### config.mk
export PLATFORM = sky130hd
export DESIGN_NAME = rca32_multiword_ctrl
export DESIGN_NICKNAME = d
export VERILOG_FILES = /design/src/rtl/rca32_multiword_ctrl.sv
export SDC_FILE = /design/constraint.sdc
export NUM_CORES = 1
export LEC_CHECK = 0
export CAP_MARGIN = 20
export CORE_MARGIN = 4
export CORE_UTILIZATION = 55
export DETAILED_ROUTE_END_ITERATION = 6
export PLACE_DENSITY = 0.91
export SYNTH_ARGS = -nofsm -noshare
export SYNTH_HDL_FRONTEND = slang
export SYNTH_HIERARCHICAL = 1
export SYNTH_SLANG_ARGS = --single-unit
### constraint.sdc
create_clock -name clk -period 21.9 [get_ports clk]
set_input_delay 2.19 -clock clk [delete_from_list [all_inputs] [get_ports clk]]
set_output_delay 2.19 -clock clk [all_outputs]
set_load 0.03 [all_outputs]
### src/rtl/rca32_multiword_ctrl.sv
// -----------------------------------------------------------------------------
// rca32_multiword_ctrl
//
// Wide (32*WORDS-bit) adder/subtractor built from one 32-bit ripple-carry
// adder that is reused once per word, least-significant word first. The
// carry between words lives in a register, so the combinational depth is
// one 32-bit ripple no matter how wide the operands are.
//
// Ports:
//   clk          - clock; all state updates on the rising edge
//   rst_n        - asynchronous active-low reset
//   start_valid  - command valid
//   start_ready  - command ready (high only while idle)
//   a, b         - W-bit operands, captured when a command is accepted
//   cin          - carry-in for add (ignored for subtract)
//   op_sub       - 0: a + b + cin, 1: a - b
//   res_valid    - result valid; held until res_ready
//   res_ready    - result consumer ready
//   sum          - W-bit registered result
//   cout         - carry out of the MSB (subtract: 1 means no borrow)
//   overflow     - two's-complement signed overflow of the W-bit result
//   busy         - high while an operation is running or waiting to be taken
//
// Also contains g_rca32, the shared 32-bit ripple-carry adder.
// -----------------------------------------------------------------------------

// 32-bit ripple-carry adder: a plain chain of full adders.
module g_rca32 (
    input  logic [31:0] i_a,
    input  logic [31:0] i_b,
    input  logic        i_cin,
    output logic [31:0] o_sum,
    output logic        o_cout
);

    logic [32:0] w_carry;

    assign w_carry[0] = i_cin;

    for (genvar g = 0; g < 32; g++) begin : gen_fa
        assign o_sum[g]     = i_a[g] ^ i_b[g] ^ w_carry[g];
        assign w_carry[g+1] = (i_a[g] & i_b[g]) | (w_carry[g] & (i_a[g] ^ i_b[g]));
    end

    assign o_cout = w_carry[32];

endmodule

module rca32_multiword_ctrl #(
    parameter int WORDS = 4
) (
    input  logic                  clk,
    input  logic                  rst_n,
    input  logic                  start_valid,
    output logic                  start_ready,
    input  logic [32*WORDS-1:0]   a,
    input  logic [32*WORDS-1:0]   b,
    input  logic                  cin,
    input  logic                  op_sub,
    output logic                  res_valid,
    input  logic                  res_ready,
    output logic [32*WORDS-1:0]   sum,
    output logic                  cout,
    output logic                  overflow,
    output logic                  busy
);

    localparam int W    = 32 * WORDS;
    localparam int IDXW = (WORDS > 1) ? $clog2(WORDS) : 1;
    localparam logic [IDXW-1:0] LAST_IDX = IDXW'(WORDS - 1);

    typedef enum logic [1:0] {
        IDLE = 2'd0,
        RUN  = 2'd1,
        DONE = 2'd2
    } state_t;

    state_t r_state;
    state_t w_nextState;

    logic [W-1:0]    r_aReg;
    logic [W-1:0]    r_bReg;
    logic [W-1:0]    r_sum;
    logic            r_carry;
    logic            r_cout;
    logic            r_overflow;
    logic [IDXW-1:0] r_idx;

    logic [31:0] w_wordA;
    logic [31:0] w_wordB;
    logic [31:0] w_addSum;
    logic        w_addCout;
    logic        w_accept;
    logic        w_lastWord;

    // Current word of each operand; r_idx never exceeds WORDS-1.
    assign w_wordA    = r_aReg[32*r_idx +: 32];
    assign w_wordB    = r_bReg[32*r_idx +: 32];
    assign w_accept   = start_valid && (r_state == IDLE);
    assign w_lastWord = (r_idx == LAST_IDX);

    g_rca32 u_rca (
        .i_a    (w_wordA),
        .i_b    (w_wordB),
        .i_cin  (r_carry),
        .o_sum  (w_addSum),
        .o_cout (w_addCout)
    );

    // State register.
    always_ff @(posedge clk or negedge rst_n) begin
        if (!rst_n) begin
            r_state <= IDLE;
        end else begin
            r_state <= w_nextState;
        end
    end

    // Next state and handshake outputs; handshake outputs decode state only.
    always_comb begin
        w_nextState = r_state;
        start_ready = 1'b0;
        res_valid   = 1'b0;
        busy        = 1'b0;
        case (r_state)
            IDLE: begin
                start_ready = 1'b1;
                if (start_valid) begin
                    w_nextState = RUN;
                end
            end
            RUN: begin
                busy = 1'b1;
                if (w_lastWord) begin
                    w_nextState = DONE;
                end
            end
            DONE: begin
                busy      = 1'b1;
                res_valid = 1'b1;
                if (res_ready) begin
                    w_nextState = IDLE;
                end
            end
            default: begin
                w_nextState = IDLE;
            end
        endcase
    end

    // Datapath. Subtraction is done as a + ~b + 1, so b is stored inverted
    // and the carry starts at 1. cout and overflow have their own registers
    // because the carry register and operands are reloaded on the next
    // accept, while the reported result must persist until the next one
    // completes.
    always_ff @(posedge clk or negedge rst_n) begin
        if (!rst_n) begin
            r_aReg     <= '0;
            r_bReg     <= '0;
            r_sum      <= '0;
            r_carry    <= 1'b0;
            r_cout     <= 1'b0;
            r_overflow <= 1'b0;
            r_idx      <= '0;
        end else begin
            if (w_accept) begin
                r_aReg  <= a;
                r_bReg  <= op_sub ? ~b : b;
                r_carry <= op_sub ? 1'b1 : cin;
                r_idx   <= '0;
            end else if (r_state == RUN) begin
                r_sum[32*r_idx +: 32] <= w_addSum;
                r_carry               <= w_addCout;
                if (w_lastWord) begin
                    r_cout     <= w_addCout;
                    r_overflow <= (r_aReg[W-1] == r_bReg[W-1]) &&
                                  (w_addSum[31] != r_aReg[W-1]);
                end else begin
                    r_idx <= r_idx + 1'b1;
                end
            end
        end
    end

    assign sum      = r_sum;
    assign cout     = r_cout;
    assign overflow = r_overflow;

endmodule

==> results of run 1 <==
layout make-up:
class                   instances  area (µm²)
fillers                      2019        8470
flip-flops and latches        391        9790
multi-input cells            1030        7250
inverters                      16        60.1
clock inverters                15         191
repair buffers                416        4180
well taps                     402         503
clock buffers                  52        1110
kinds of logic (layout without fill, tap and decap cells):
| kind of cell | Yosys count | in the layout | share of synthesized area |
|---|---|---|---|
| AOI/OAI and AO/OA | 260 | 260 | 0.102 |
| xor gates and xnor gates | 129 | 129 | 0.0643 |
| adders and majority gates | 41 | 41 | 0.0429 |
| buffers and inverters | 128 | 499 | 0.0318 |
| DFF | 391 | 391 | 0.557 |
| muxes | 69 | 69 | 0.0851 |
| and+or+nand+nor | 531 | 531 | 0.117 |
tightest hold or removal path: stages, from the launching register on:
cell and delay (ns):
sky130_fd_sc_hd__dfrtp_1 0.33, sky130_fd_sc_hd__nand2_1 0.05, sky130_fd_sc_hd__nand2_1 0.06
registers in the layout (all words and copies together) (netlist names):
| signal | cells |
|---|---|
| cout | 1 |
| overflow | 1 |
| r_aReg | 128 |
| r_bReg | 128 |
| r_carry | 1 |
| r_idx | 2 |
| r_state | 2 |
| sum | 128 |
path summary, 6_finish.rpt:
check	end	slack, ns	depth (start not counted)
max in group asynchronous	r_bReg[90]	18.80	3
hold / removal	r_aReg[108]	0.47	2
setup / recovery	overflow	6.63	39
hold reg to reg	r_aReg[108]	0.47	2
setup reg to reg	overflow	6.63	39
min in group asynchronous	sum[103]	1.77	1
cell usage in the layout (no fill, tap or decap):
cell,count
sky130_fd_sc_hd__buf_8,1
sky130_fd_sc_hd__o21ai_0,128
sky130_fd_sc_hd__clkbuf_1,7
sky130_fd_sc_hd__nand2_1,516
sky130_fd_sc_hd__clkbuf_16,41
sky130_fd_sc_hd__fa_1,32
sky130_fd_sc_hd__nand2_4,1
sky130_fd_sc_hd__dfrtp_4,2
sky130_fd_sc_hd__nor3_4,2
sky130_fd_sc_hd__mux4_2,64
sky130_fd_sc_hd__mux2i_1,2
sky130_fd_sc_hd__mux2_2,3
sky130_fd_sc_hd__inv_6,1
sky130_fd_sc_hd__clkinv_2,6
sky130_fd_sc_hd__clkbuf_8,4
sky130_fd_sc_hd__nor3_1,1
sky130_fd_sc_hd__clkdlybuf4s50_1,392
sky130_fd_sc_hd__ha_1,9
sky130_fd_sc_hd__a21oi_1,1
sky130_fd_sc_hd__or2_2,1
sky130_fd_sc_hd__buf_4,19
sky130_fd_sc_hd__nor4b_4,1
sky130_fd_sc_hd__nor2_1,3
sky130_fd_sc_hd__a31oi_1,2
sky130_fd_sc_hd__bufinv_16,4
sky130_fd_sc_hd__and2_4,1
sky130_fd_sc_hd__buf_6,1
sky130_fd_sc_hd__nand3b_1,1
sky130_fd_sc_hd__clkinv_4,2
sky130_fd_sc_hd__inv_1,16
sky130_fd_sc_hd__nor2b_1,1
sky130_fd_sc_hd__a22o_1,128
sky130_fd_sc_hd__nor4_4,1
sky130_fd_sc_hd__dfrtp_1,389
sky130_fd_sc_hd__a221oi_1,1
sky130_fd_sc_hd__xnor2_1,129
sky130_fd_sc_hd__buf_16,3
sky130_fd_sc_hd__or3b_2,1
sky130_fd_sc_hd__clkinvlp_4,2
sky130_fd_sc_hd__or3b_1,1
per-stage QoR:
stage / util / cells / worst slack [ns] / total power [mW] / cell area, µm²
floorplan: - / 1549 / 7.38 / 2.33 / 17600
global placement: 0.688 / 2252 / 6.95 / 2.92 / 21700
detailed placement: 0.688 / 2252 / 6.69 / 3.04 / 21700
CTS: 0.729 / 2319 / 6.64 / 3.74 / 23000
global route: 0.732 / 2322 / 6.11 / 3.96 / 23100
finish: 0.732 / 2322 / 6.63 / 3.75 / 23100
metal layers:
| metal | routed length [µm] | part of all wire |
|---|---|---|
| met2 | 24400 | 0.47 |
| met4 | 1790 | 0.035 |
| met5 | 40 | 0.00077 |
| met3 | 4890 | 0.095 |
| met1 | 20500 | 0.40 |
power by group through the flow:
| stage | Clock [mW] | Combinational [mW] | Sequential [mW] |
|---|---|---|---|
| after detailed placement | 0 | 1.79 | 1.25 |
| after CTS | 0.689 | 1.81 | 1.25 |
| after global placement | 0 | 1.71 | 1.22 |
| after floorplan | 0 | 0.980 | 1.34 |
| after global routing | 0.721 | 1.96 | 1.28 |
| final | 0.679 | 1.82 | 1.25 |
==> run_summary.xml, run 1 <==
<?xml version="1.0" encoding="UTF-8"?>
<metrics>
  <group name="grt">
    <metric name="grt_use_met3" unit="">0.0801</metric>
    <metric name="largest_net_degree_at_the_start_of_global_routing" unit="">138</metric>
    <metric name="grt_pass1_wl" unit="µm">81100</metric>
    <metric name="grt_pass1_vias" unit="">14167</metric>
    <metric name="gr-total-overflow" unit="">0</metric>
    <metric name="gr_met1_demand_resource" unit="">0.393</metric>
    <metric name="grt.met2_usage" unit="">0.474</metric>
    <metric name="grt_usage" unit="">0.294</metric>
    <metric name="antenna_found_initial" unit="">3</metric>
    <metric name="global_route.peak_usage_layer" unit="">met2</metric>
  </group>
  <group name="route">
    <metric name="ant_nets" unit="">0</metric>
    <metric name="route.detailed.drc" unit="">0</metric>
    <metric name="first_iter_violations" unit="">1146</metric>
    <metric name="vias" unit="">13465</metric>
    <metric name="detail_route.wirelength" unit="µm">51700</metric>
    <metric name="routed_via_density" unit="">5.80</metric>
    <metric name="firstDrtPassIters" unit="">5</metric>
    <metric name="routed_wire_length_per_instance" unit="µm">22.3</metric>
  </group>
  <group name="cts">
    <metric name="clkTransAtPathRegs" unit="ns">0.06</metric>
    <metric name="cts_repair_resize_count" unit="">0</metric>
    <metric name="cts_hold_buf" unit="">0</metric>
    <metric name="clk-insertion-delay-late" unit="ns">0.52</metric>
    <metric name="htreeDepth" unit="">2</metric>
    <metric name="post_cts_setup_inserts" unit="">0</metric>
    <metric name="cts_tree" unit="">done</metric>
    <metric name="cts_sink_count" unit="">391</metric>
    <metric name="clock_path_buffers" unit="">3</metric>
    <metric name="clockRootBuffer" unit="">sky130_fd_sc_hd__clkbuf_16</metric>
    <metric name="numCtsBuffers" unit="">39</metric>
  </group>
  <group name="placed_design">
    <metric name="dp_hpwl" unit="µm">37000</metric>
    <metric name="io_buffer_count" unit="">394</metric>
    <metric name="globalplace.congestion" unit="">0.871</metric>
  </group>
  <group name="logic_synthesis">
    <metric name="ys_seq_elements" unit="">391</metric>
    <metric name="synthTopCellsByArea" unit="">sky130_fd_sc_hd__dfrtp_1, sky130_fd_sc_hd__nand2_1, sky130_fd_sc_hd__mux4_2</metric>
    <metric name="synth_top_cell_area_share" unit="">0.557</metric>
    <metric name="synthesis.area_per_instance" unit="µm²">11.3</metric>
    <metric name="warnings_from_yosys" unit="">6</metric>
    <metric name="netlist_instances" unit="">1549</metric>
    <metric name="seq_area_frac_synth" unit="">0.557</metric>
    <metric name="synth_top_cells_by_count" unit="">sky130_fd_sc_hd__nand2_1, sky130_fd_sc_hd__dfrtp_1, sky130_fd_sc_hd__xnor2_1</metric>
    <metric name="yosys.cell_types.count" unit="">30</metric>
    <metric name="cell_type_contributing_the_most_total_cell_area_after_synthesis" unit="">sky130_fd_sc_hd__dfrtp_1</metric>
    <metric name="netlist_area" unit="µm²">17600</metric>
    <metric name="synth.net_count" unit="">1852</metric>
    <metric name="synth_enable_flop_cells" unit="">0</metric>
    <metric name="post-synth-top-count-cell" unit="">sky130_fd_sc_hd__nand2_1</metric>
    <metric name="postSynth.asyncResetShare" unit="">1.00</metric>
    <metric name="synth_ff_type" unit="">sky130_fd_sc_hd__dfrtp_1</metric>
  </group>
  <group name="outcome">
    <metric name="status" unit="">finished, final reports clean</metric>
  </group>
  <group name="timing">
    <metric name="period_share" unit="">0.697</metric>
    <metric name="clock-skew-final" unit="ns">0.0134</metric>
    <metric name="final-setup-viol-count" unit="">0</metric>
    <metric name="setup_repair_after_global_routing_missed_its_margin" unit="">false</metric>
    <metric name="setup_tns" unit="ns">0</metric>
    <metric name="worst_slew_margin_rel" unit="">0.315</metric>
    <metric name="hold-worst-slack" unit="ns">0.472</metric>
    <metric name="worst_pin_slew" unit="ns">1.03</metric>
    <metric name="maxClockFrequency" unit="MHz">65.5</metric>
    <metric name="hold_violations" unit="">0</metric>
    <metric name="final.min_clock_period" unit="ns">15.27</metric>
    <metric name="timing_max_transition_violations_final" unit="">0</metric>
  </group>
  <group name="finish">
    <metric name="drive_above_1_share" unit="">0.0839</metric>
    <metric name="finish.net_count" unit="">2197</metric>
    <metric name="diodes" unit="">0</metric>
    <metric name="flow.area_growth_from_synthesis" unit="%">31.4</metric>
  </group>
  <group name="worst_setup_path">
    <metric name="worst_path_largest_cell_delay" unit="ns">0.65</metric>
    <metric name="critical_path.top_delay_family" unit="">adder cells</metric>
    <metric name="timing.critical_path.fanout_max" unit="">38</metric>
    <metric name="setup.worst_path.end_class" unit="">flip-flop</metric>
    <metric name="r2r_start" unit="">r_idx[0]</metric>
    <metric name="crit_path_frequent_cell" unit="">sky130_fd_sc_hd__fa_1</metric>
    <metric name="setup.worst_path.start_class" unit="">flip-flop</metric>
    <metric name="criticalPathCategory" unit="">flip-flop to flip-flop</metric>
    <metric name="worst-endpoint-required" unit="ns">22.33</metric>
    <metric name="cp-startpoint" unit="">r_idx[0]</metric>
    <metric name="cp.arrival" unit="ns">15.71</metric>
    <metric name="crit_path_top_delay_cell" unit="">sky130_fd_sc_hd__buf_4</metric>
    <metric name="worst-path-buf-inv" unit="">5</metric>
  </group>
  <group name="die">
    <metric name="fp.dieW" unit="µm">187</metric>
    <metric name="i_o_pin_cnt" unit="">395</metric>
    <metric name="die_area" unit="µm²">34900</metric>
    <metric name="start_util" unit="">0.557</metric>
    <metric name="die_height" unit="µm">187</metric>
    <metric name="core" unit="µm²">31600</metric>
    <metric name="fp-row-count" unit="">65</metric>
  </group>
  <group name="power_and_ir_drop">
    <metric name="sequential_share_of_power" unit="">0.333</metric>
    <metric name="cell_internal_power_dissipation" unit="mW">2.19</metric>
    <metric name="clkPwrFrac" unit="">0.181</metric>
    <metric name="cell_pwr_density" unit="nW/µm²">163</metric>
    <metric name="leakagePower" unit="nW">10.5</metric>
    <metric name="combinationalPowerShare" unit="">0.486</metric>
    <metric name="total_switching_power" unit="mW">1.57</metric>
    <metric name="p_sw_frac" unit="">0.417</metric>
    <metric name="ir_drop" unit="mV">0.0810</metric>
  </group>
  <group name="run">
    <metric name="number_of_maximum_capacitance_constraint_violations" unit="">0</metric>
  </group>
  <group name="worst_hold_path">
    <metric name="min-delay-start" unit="">r_aReg[108]</metric>
    <metric name="holdCritPathClass" unit="">flip-flop to flip-flop</metric>
  </group>
</metrics>
Power figures use the tool's default switching activity.
==> run 2, diff against run 1 <==
CORE_UTILIZATION = 51   (was 55)
PLACE_DENSITY = 0.86   (was 0.91)
clock period = 15.3 ns   (was 21.9 ns; I/O delays follow)
==> run_summary.xml, run 2 (synthesis gave the netlist of run 1 again) <==
<?xml version="1.0" encoding="UTF-8"?>
<metrics>
  <group name="die">
    <metric name="core" unit="µm²">33800</metric>
    <metric name="i_o_pin_cnt" unit="">395</metric>
    <metric name="die_area" unit="µm²">37500</metric>
    <metric name="start_util" unit="">0.520</metric>
    <metric name="die_height" unit="µm">194</metric>
    <metric name="fp-row-count" unit="">67</metric>
    <metric name="fp.dieW" unit="µm">194</metric>
  </group>
  <group name="route">
    <metric name="routed_wire_length_per_instance" unit="µm">21.0</metric>
    <metric name="firstDrtPassIters" unit="">5</metric>
    <metric name="routed_via_density" unit="">5.55</metric>
    <metric name="detail_route.wirelength" unit="µm">49700</metric>
    <metric name="first_iter_violations" unit="">954</metric>
    <metric name="route.detailed.drc" unit="">0</metric>
    <metric name="vias" unit="">13171</metric>
    <metric name="ant_nets" unit="">0</metric>
  </group>
  <group name="timing">
    <metric name="setup_tns" unit="ns">0</metric>
    <metric name="clock-skew-final" unit="ns">0.0156</metric>
    <metric name="final.min_clock_period" unit="ns">14.83</metric>
    <metric name="period_share" unit="">0.969</metric>
    <metric name="setup_repair_after_global_routing_missed_its_margin" unit="">false</metric>
    <metric name="hold_violations" unit="">0</metric>
    <metric name="timing_max_transition_violations_final" unit="">0</metric>
    <metric name="maxClockFrequency" unit="MHz">67.4</metric>
    <metric name="worst_slew_margin_rel" unit="">0.282</metric>
    <metric name="worst_pin_slew" unit="ns">1.08</metric>
    <metric name="final-setup-viol-count" unit="">0</metric>
  </group>
  <group name="power_and_ir_drop">
    <metric name="cell_internal_power_dissipation" unit="mW">3.12</metric>
    <metric name="total_switching_power" unit="mW">2.21</metric>
    <metric name="cell_pwr_density" unit="nW/µm²">231</metric>
    <metric name="combinationalPowerShare" unit="">0.489</metric>
    <metric name="p_sw_frac" unit="">0.414</metric>
    <metric name="leakagePower" unit="nW">10.4</metric>
    <metric name="ir_drop" unit="mV">0.124</metric>
    <metric name="sequential_share_of_power" unit="">0.331</metric>
    <metric name="clkPwrFrac" unit="">0.179</metric>
  </group>
  <group name="grt">
    <metric name="gr-total-overflow" unit="">0</metric>
    <metric name="grt_pass1_vias" unit="">13694</metric>
    <metric name="largest_net_degree_at_the_start_of_global_routing" unit="">126</metric>
    <metric name="grt_usage" unit="">0.260</metric>
    <metric name="antenna_found_initial" unit="">1</metric>
    <metric name="grt_pass1_wl" unit="µm">77700</metric>
    <metric name="grt_use_met3" unit="">0.0579</metric>
    <metric name="gr_met1_demand_resource" unit="">0.367</metric>
    <metric name="grt.met2_usage" unit="">0.415</metric>
    <metric name="global_route.peak_usage_layer" unit="">met2</metric>
  </group>
  <group name="finish">
    <metric name="diodes" unit="">0</metric>
    <metric name="final_common_cell" unit="">sky130_fd_sc_hd__nand2_1</metric>
    <metric name="finish.net_count" unit="">2198</metric>
    <metric name="fin_area" unit="µm²">23100</metric>
    <metric name="flow.area_growth_from_synthesis" unit="%">31.5</metric>
    <metric name="mostFrequentLayoutCells" unit="">sky130_fd_sc_hd__nand2_1, sky130_fd_sc_hd__clkdlybuf4s50_1, sky130_fd_sc_hd__dfrtp_1</metric>
    <metric name="drive_above_1_share" unit="">0.0837</metric>
  </group>
  <group name="run">
    <metric name="number_of_maximum_capacitance_constraint_violations" unit="">0</metric>
  </group>
  <group name="cts">
    <metric name="cts_sink_count" unit="">391</metric>
    <metric name="clkTransAtPathRegs" unit="ns">0.06</metric>
    <metric name="numCtsBuffers" unit="">39</metric>
    <metric name="cts_repair_resize_count" unit="">0</metric>
    <metric name="cts_tree" unit="">done</metric>
    <metric name="clockRootBuffer" unit="">sky130_fd_sc_hd__clkbuf_16</metric>
    <metric name="htreeDepth" unit="">2</metric>
    <metric name="clk-insertion-delay-late" unit="ns">0.52</metric>
    <metric name="clock_path_buffers" unit="">3</metric>
    <metric name="post_cts_setup_inserts" unit="">0</metric>
    <metric name="cts_hold_buf" unit="">0</metric>
  </group>
  <group name="worst_setup_path">
    <metric name="setup.worst_path.start_class" unit="">flip-flop</metric>
    <metric name="crit_path_top_delay_cell" unit="">sky130_fd_sc_hd__mux4_2</metric>
    <metric name="crit_path_frequent_cell" unit="">sky130_fd_sc_hd__fa_1</metric>
    <metric name="worst-path-buf-inv" unit="">4</metric>
    <metric name="critical_path.top_delay_family" unit="">adder cells</metric>
    <metric name="worst-endpoint-required" unit="ns">15.73</metric>
    <metric name="criticalPathCategory" unit="">flip-flop to flip-flop</metric>
    <metric name="cp.arrival" unit="ns">15.26</metric>
    <metric name="setup.worst_path.end_class" unit="">flip-flop</metric>
    <metric name="timing.critical_path.fanout_max" unit="">6</metric>
    <metric name="worst_path_largest_cell_delay" unit="ns">0.55</metric>
  </group>
  <group name="outcome">
    <metric name="status" unit="">finished, final reports clean</metric>
  </group>
  <group name="placed_design">
    <metric name="placement_stage_cell_area" unit="µm²">21800</metric>
    <metric name="io_buffer_count" unit="">394</metric>
    <metric name="globalplace.congestion" unit="">0.895</metric>
    <metric name="dp_hpwl" unit="µm">36300</metric>
  </group>
  <group name="worst_hold_path">
    <metric name="holdCritPathClass" unit="">flip-flop to flip-flop</metric>
  </group>
</metrics>
[run 2: final cells by class]
class	count	area, µm²
inverter	16	60.1
clock buffer	60	1180
multi-input combinational	1030	7250
tap	448	561
fill	2338	10700
clock inverter	10	103
timing repair buffer	417	4140
sequential	391	9790
[run 2: per-layer routing]
metal,wire (µm),up-vias
met5,7,-
li1,-,5909
met2,23100,640
met1,21000,6516
met4,1260,2
met3,4380,104
[run 2: final timing paths]
path | from | to | slack (ns) | cells after the start
worst max-delay path | r_idx[0] | overflow | 0.47 | 39
worst min-delay path | r_aReg[88] | r_aReg[88] | 0.47 | 2
worst max register to register | r_idx[0] | overflow | 0.47 | 39
worst min register to register | r_aReg[88] | r_aReg[88] | 0.47 | 2
max in group asynchronous | rst_n | r_bReg[20] | 12.15 | 4
min in group asynchronous | rst_n | sum[33] | 1.13 | 1
[run 2: stage by stage]
| step | setup WS, ns | hold WS [ns] | utilization | total power, mW | std cells |
|---|---|---|---|---|---|
| final | 0.471 | 0.472 | 0.683 | 5.32 | 2372 |
| after global routing | 0.0622 | 0.491 | 0.683 | 5.63 | 2372 |
| after CTS | 0.496 | 0.473 | 0.683 | 5.33 | 2371 |
| after detailed placement | 0.549 | 0.458 | 0.645 | 4.35 | 2301 |
| after global placement | 0.700 | 0.453 | 0.645 | 4.23 | 2301 |
| after floorplan | 0.780 | 0.440 | - | 3.33 | 1549 |
[run 2: tightest hold or removal path: stages (launching register included)]
cell	delay, ns
sky130_fd_sc_hd__dfrtp_1	0.33
sky130_fd_sc_hd__nand2_1	0.05
sky130_fd_sc_hd__nand2_1	0.06
[run 2: power by group through the flow]
stage | combinational [mW] | clock [mW] | sequential, mW
finish | 2.60 | 0.954 | 1.76
global route | 2.80 | 1.01 | 1.81
CTS | 2.60 | 0.965 | 1.76
detailed placement | 2.58 | 0 | 1.77
global placement | 2.50 | 0 | 1.74
floorplan | 1.40 | 0 | 1.93
